$ cat src/rtl/rca_pipe.sv
// Pipelined ripple-carry add/subtract unit: WIDTH bits split into STAGES chunks,
// one chunk of full adders per register stage, valid/ready handshakes on both sides.
module rca_pipe #(
  parameter int unsigned WIDTH  = 8,
  parameter int unsigned STAGES = 2
) (
  input  logic             clk,
  input  logic             rst,
  input  logic             in_valid,
  output logic             in_ready,
  input  logic [WIDTH-1:0] a,
  input  logic [WIDTH-1:0] b,
  input  logic             cin,
  input  logic             sub,
  output logic             out_valid,
  input  logic             out_ready,
  output logic [WIDTH-1:0] sum,
  output logic             cout,
  output logic             ovf
);

  localparam int unsigned CW   = WIDTH / STAGES;
  localparam int unsigned LAST = STAGES - 1;
  localparam int unsigned MSB  = WIDTH - 1;
  localparam int unsigned IW   = (WIDTH > 1) ? $clog2(WIDTH) : 1;

  generate
    if (WIDTH < 1 || STAGES < 1 || STAGES > WIDTH || (WIDTH % STAGES) != 0) begin : g_bad_cfg
      $error("rca_pipe: illegal WIDTH/STAGES combination");
    end
  endgenerate

  // Stage registers: valid, chunk carry, skewed operands and partial sum
  logic [STAGES-1:0] v_q;
  logic [STAGES-1:0] c_q;
  logic [WIDTH-1:0]  a_q [STAGES];
  logic [WIDTH-1:0]  b_q [STAGES];
  logic [WIDTH-1:0]  s_q [STAGES];

  // Per-stage inputs (from ports for stage 0, from the previous register otherwise)
  logic              adv;
  logic [STAGES-1:0] v_in;
  logic [STAGES-1:0] c_in;
  logic [WIDTH-1:0]  a_in [STAGES];
  logic [WIDTH-1:0]  b_in [STAGES];
  logic [WIDTH-1:0]  s_in [STAGES];

  // Per-stage chunk results
  logic [CW:0]       rip  [STAGES];
  logic [STAGES-1:0] c_nx;
  logic [WIDTH-1:0]  s_nx [STAGES];

  // One chunk of full adders chained through the carry
  function automatic logic [CW:0] ripple(input logic [CW-1:0] x, input logic [CW-1:0] y,
                                         input logic ci);
    logic          c;
    logic [CW-1:0] s;
    c = ci;
    s = '0;
    for (int i = 0; i < int'(CW); i++) begin
      s[i] = x[i] ^ y[i] ^ c;
      c    = (x[i] & y[i]) | (c & (x[i] ^ y[i]));
    end
    return {c, s};
  endfunction

  // Whole pipe moves together; a full pipe only frees up when the consumer takes a beat
  assign adv      = !v_q[LAST] || out_ready;
  assign in_ready = adv;

  always_comb begin
    v_in[0] = in_valid;
    a_in[0] = a;
    b_in[0] = b ^ {WIDTH{sub}};
    c_in[0] = cin ^ sub;
    s_in[0] = '0;
    for (int k = 1; k < int'(STAGES); k++) begin
      v_in[k] = v_q[k-1];
      a_in[k] = a_q[k-1];
      b_in[k] = b_q[k-1];
      c_in[k] = c_q[k-1];
      s_in[k] = s_q[k-1];
    end
  end

  // Stage k adds its own chunk and merges it into the partial sum carried forward
  always_comb begin
    for (int k = 0; k < int'(STAGES); k++) begin
      rip[k]  = ripple(a_in[k][IW'(k * CW) +: CW], b_in[k][IW'(k * CW) +: CW], c_in[k]);
      c_nx[k] = rip[k][CW];
      s_nx[k] = s_in[k];
      s_nx[k][IW'(k * CW) +: CW] = rip[k][CW-1:0];
    end
  end

  // Payload registers load only behind a valid beat so bubbles leave results untouched
  always_ff @(posedge clk or posedge rst) begin
    if (rst) begin
      v_q <= '0;
      c_q <= '0;
      for (int k = 0; k < int'(STAGES); k++) begin
        a_q[k] <= '0;
        b_q[k] <= '0;
        s_q[k] <= '0;
      end
    end else if (adv) begin
      v_q <= v_in;
      for (int k = 0; k < int'(STAGES); k++) begin
        if (v_in[k]) begin
          a_q[k] <= a_in[k];
          b_q[k] <= b_in[k];
          s_q[k] <= s_nx[k];
          c_q[k] <= c_nx[k];
        end
      end
    end
  end

  assign out_valid = v_q[LAST];
  assign sum       = s_q[LAST];
  assign cout      = c_q[LAST];
  // Overflow from the final stage flops: like-signed operands, result sign flipped
  assign ovf       = (a_q[LAST][MSB] == b_q[LAST][MSB]) && (s_q[LAST][MSB] != a_q[LAST][MSB]);

endmodule

$ cat config.mk
export PLATFORM = sky130hd
export DESIGN_NAME = rca_pipe
export DESIGN_NICKNAME = d
export VERILOG_FILES = /design/src/rtl/rca_pipe.sv
export SDC_FILE = /design/constraint.sdc
export NUM_CORES = 1
export LEC_CHECK = 0
export CAP_MARGIN = 15
export CELL_PAD_IN_SITES_DETAIL_PLACEMENT = 0
export CELL_PAD_IN_SITES_GLOBAL_PLACEMENT = 1
export CORE_ASPECT_RATIO = 0.75
export CORE_UTILIZATION = 39
export DETAILED_ROUTE_END_ITERATION = 16
export PLACE_DENSITY_LB_ADDON = 0.2
export SLEW_MARGIN = 0
export SYNTH_ARGS = -nofsm -noshare
export SYNTH_HDL_FRONTEND = slang
export SYNTH_SLANG_ARGS = --single-unit
$ cat constraint.sdc
create_clock -name clk -period 2.78 [get_ports clk]
set_input_delay 0.556 -clock clk [delete_from_list [all_inputs] [get_ports clk]]
set_output_delay 0.556 -clock clk [all_outputs]
set_load 0.1 [all_outputs]
==> results of run 1 <==
[placed cells by master, fill, tap and decap left out, drive strengths merged, types with 2 or more instances in the layout]
cell type,count
inv,15
a21oi,3
mux2i,4
clkdlybuf4s50,19
dfrtp,26
nand2,4
xnor2,4
clkbuf,3
fa,8
o21ai,2
buf,15
xor2,5
mux2,17
a31oi,3
[stage by stage]
stage,cells,TNS (ps),util (%),setup WS [ps]
2_1_floorplan,96,0,-,7.54
6_report,173,0,54.6,77.6
4_1_cts,173,0,54.3,6.18
5_1_grt,173,0,54.6,11.3
3_3_place_gp,169,-435,52.0,-384
3_5_place_dp,169,-491,52.0,-422
[layer usage]
metal | wire (microns) | part of all wire (%)
met1 | 989 | 45
met2 | 1090 | 50
met3 | 98 | 4.5
met4 | 18 | 0.82
met5 | 0 | 0
[power by group through the flow]
stage | Sequential [mW] | Clock, mW | Combinational, mW
after floorplan | 1.09 | 0 | 0.380
after global placement | 0.596 | 0 | 1.09
after detailed placement | 0.603 | 0 | 1.10
after CTS | 0.596 | 0.323 | 1.10
after global routing | 0.610 | 0.340 | 1.15
final | 0.591 | 0.317 | 1.09
[worst register-to-register path, cell delays in order (launching register included)]
cell and delay (ps):
sky130_fd_sc_hd__dfrtp_1 390, sky130_fd_sc_hd__inv_1 70, sky130_fd_sc_hd__fa_1 160, sky130_fd_sc_hd__inv_1 50, sky130_fd_sc_hd__fa_1 370, sky130_fd_sc_hd__fa_1 390, sky130_fd_sc_hd__inv_1 80, sky130_fd_sc_hd__fa_1 410
sky130_fd_sc_hd__mux2i_1 140
[state kept, by name, indices dropped and copies added, names as in the netlist]
name and cells:
c_q 2, b_in 4, sum 8, a_q 1, s_in 4, b_q 1
a_in 4, v_q 2
[path summary, 6_finish.rpt]
path | startpoint | end | slack, ps | depth (start not counted)
min reg2reg | b_in[7] | b_q[7] | 510 | 1
min in group asynchronous | rst | sum[2] | 630 | 3
max reg2reg | a_in[4] | sum[7] | 650 | 8
max | cin | s_in[3] | 80 | 9
min | b_in[7] | b_q[7] | 510 | 1
max in group asynchronous | rst | b_in[4] | 1890 | 3
[layout make-up]
cell class / count / share of cell area (%)
multi-input combinational: 52 / 35.6
clock inverter: 1 / 1.66
tap: 40 / 2.77
timing repair buffer: 36 / 18.6
sequential: 26 / 36.0
inverter: 15 / 3.11
clock buffer: 3 / 2.28
[cells by family (layout without fill, tap and decap cells)]
group / after synthesis / in the layout
compound gates: 8 / 8
mux: 21 / 21
xor+xnor: 9 / 9
flops: 26 / 26
buf+inv: 18 / 55
simple gates: 6 / 6
fa+ha+maj: 8 / 8
[timing repair]
item | CTS | global route
gates resized for setup | 4 | 2
setup endpoints to repair | 1 | 1
pin swaps | 2 | 1
gates cloned | 0 | 0
buffers inserted | 0 | 0
==> impl_metrics.env, run 1 <==
export IMPL_timing_hold_worst_class="reg -> reg"
export IMPL_fp_dieArea_sq_um=3750
export IMPL_required_ps=2950
export IMPL_yosys_warnings=0
export IMPL_start_kind="input port"
export IMPL_synth_area_in_adders_pct=11.7
export IMPL_p_comb_share_pct=54.6
export IMPL_number_of_antenna_repair_diodes=0
export IMPL_cts_hold_buffers_added=0
export IMPL_synthFlopType="sky130_fd_sc_hd__dfrtp_1"
export IMPL_via_count=792
export IMPL_grt_total_usage_pct=13.8
export IMPL_gr_usage_met3_pct=4.57
export IMPL_totalPowerFinal_mw=2.00
export IMPL_peakVddDrop_uv=471
export IMPL_yosysMostFrequentCell="sky130_fd_sc_hd__dfrtp_1"
export IMPL_wl_per_cell_microns=12.7
export IMPL_synth_largest_area_cell="sky130_fd_sc_hd__dfrtp_1"
export IMPL_yosys_mux_area_fraction_pct=21.0
export IMPL_start_util_pct=41.3
export IMPL_netSwitchingFraction_pct=48.3
export IMPL_numClockSinks=26
export IMPL_htree_num_levels=1
export IMPL_seq_power_share_pct=29.5
export IMPL_grt_ovfl_total=0
export IMPL_final_hold_slack_ps=512
export IMPL_cts_tree="built"
export IMPL_final_min_clock_period_ps=2700
export IMPL_syn2layout_area_growth_pct=32.2
export IMPL_fmax_mhz=370
export IMPL_layout_nets=164
export IMPL_ioPinCount=34
export IMPL_critical_path_buf_inv_count=3
export IMPL_num_rows=18
export IMPL_syn_cell_area_sq_um=1370
export IMPL_post_synth_xor_area_fraction_pct=5.76
export IMPL_synth_simple_gate_area_share_pct=3.93
export IMPL_seq_area_sq_um=651
export IMPL_gp_congestion=0.707
export IMPL_syn_area_per_cell_sq_um=14.2
export IMPL_clock_power_share_pct=15.8
export IMPL_synth_edff_count=0
export IMPL_core_area_sq_um=3310
export IMPL_clk_transition_reported_paths_ps=90
export IMPL_finalHoldViolations=0
export IMPL_cts_max_path_buffers=2
export IMPL_slew_viol_final=0
export IMPL_tightestPinTransition_ps=387
export IMPL_worstSkewPairLatency_ps=270
export IMPL_total_power_density_per_cell_area_nw_per_um2=1110
export IMPL_multi_input_comb_area_sq_um=643
export IMPL_critical_path_top_delay_family="adder cells"
export IMPL_finalSetupViolations=0
export IMPL_grt_setup_unrepaired="no"
export IMPL_critical_path_max_fanout=1
export IMPL_async_reset_ff_share_pct=100
export IMPL_die_y_microns=53.3
export IMPL_synth_top_family_by_area="multiplexers"
export IMPL_synth_seq_cells=26
export IMPL_crit_chain="clkdlybuf4s50_1 -> xor2_1 -> fa_2 -> inv_1 -> fa_2 -> fa_2 -> inv_1 -> fa_1 -> mux2_4"
export IMPL_gr_usage_met1_pct=16.9
export IMPL_antenna_violating_nets_post_route=0
export IMPL_post_route_drc_count=0
export IMPL_syn_num_nets=126
export IMPL_placed_cell_area_sq_um=1720
export IMPL_cts_made_buffers=3
export IMPL_wirelength_mm=2.20
export IMPL_synthTopCellsByArea="sky130_fd_sc_hd__dfrtp_1 48%, sky130_fd_sc_hd__mux2_4 16%, sky130_fd_sc_hd__fa_1 12%"
export IMPL_ys_types=19
export IMPL_worst_path_most_repeated_cell="sky130_fd_sc_hd__fa_2"
export IMPL_dieWidth_microns=70.4
export IMPL_cpPeakStageDelay_ps=470
export IMPL_synth_top_cell_area_share_pct=47.6
export IMPL_routed_via_density=4.58
export IMPL_power_leakage_nw=0.877
export IMPL_worst_slew_margin_rel_pct=74.1
export IMPL_status="finished clean"
export IMPL_crit_type="in -> reg"
export IMPL_max_cap_viol_count=0
export IMPL_cell_count_after_synthesis=96
export IMPL_antenna_found_initial=0
export IMPL_grt_util_met2_pct=23.3
export IMPL_place_hpwl_mm=1.68
export IMPL_synth_compound_area_share_pct=3.20
export IMPL_gr_max_usage_layer="met2"
export IMPL_cts_root_buf="sky130_fd_sc_hd__clkbuf_8"
export IMPL_layout_filler_cells=284
export IMPL_synth_yosys_seq_area_share_pct=47.6
export IMPL_io_buffer_count=33
export IMPL_final_layout_size_suffix_gt1_share_pct=33.1
export IMPL_grt_first_pass_wirelength_mm=3.79
export IMPL_grt_pass1_vias=812
export IMPL_detail_route_iter0_violations=60
export IMPL_p_switching_mw=0.965
export IMPL_finish_instance_area_sq_um=1810
export IMPL_timing_final_crit_share_pct=97.2
export IMPL_largest_net_degree_at_the_start_of_global_routing=27
export IMPL_setup_worst_path_end_class="flip-flop"
export IMPL_post_synth_most_frequent_cells="26 x sky130_fd_sc_hd__dfrtp_1, 15 x sky130_fd_sc_hd__inv_1, 15 x sky130_fd_sc_hd__mux2_4, 8 x sky130_fd_sc_hd__fa_1, 5 x sky130_fd_sc_hd__xor2_1"
export IMPL_drt_pre_antenna_iters=2
export IMPL_crit_path_top_delay_cell="sky130_fd_sc_hd__clkdlybuf4s50_1"
export IMPL_fin_worst_skew_ps=6.49
export IMPL_p_int_mw=1.03
export IMPL_crit_arrival_ps=2870
Note: power is estimated with default switching activity, not from simulation.
==> run 2, diff against run 1 <==
- CAP_MARGIN: 15 -> 5
==> results of run 2 <==
Final layout, timing and power as in run 1 (identical DEF).
==> run 3, diff against run 2 <==
- ABC_CLOCK_PERIOD_IN_PS: default -> 2780
==> results of run 3 <==
Final layout, timing and power as in run 1 (identical DEF).
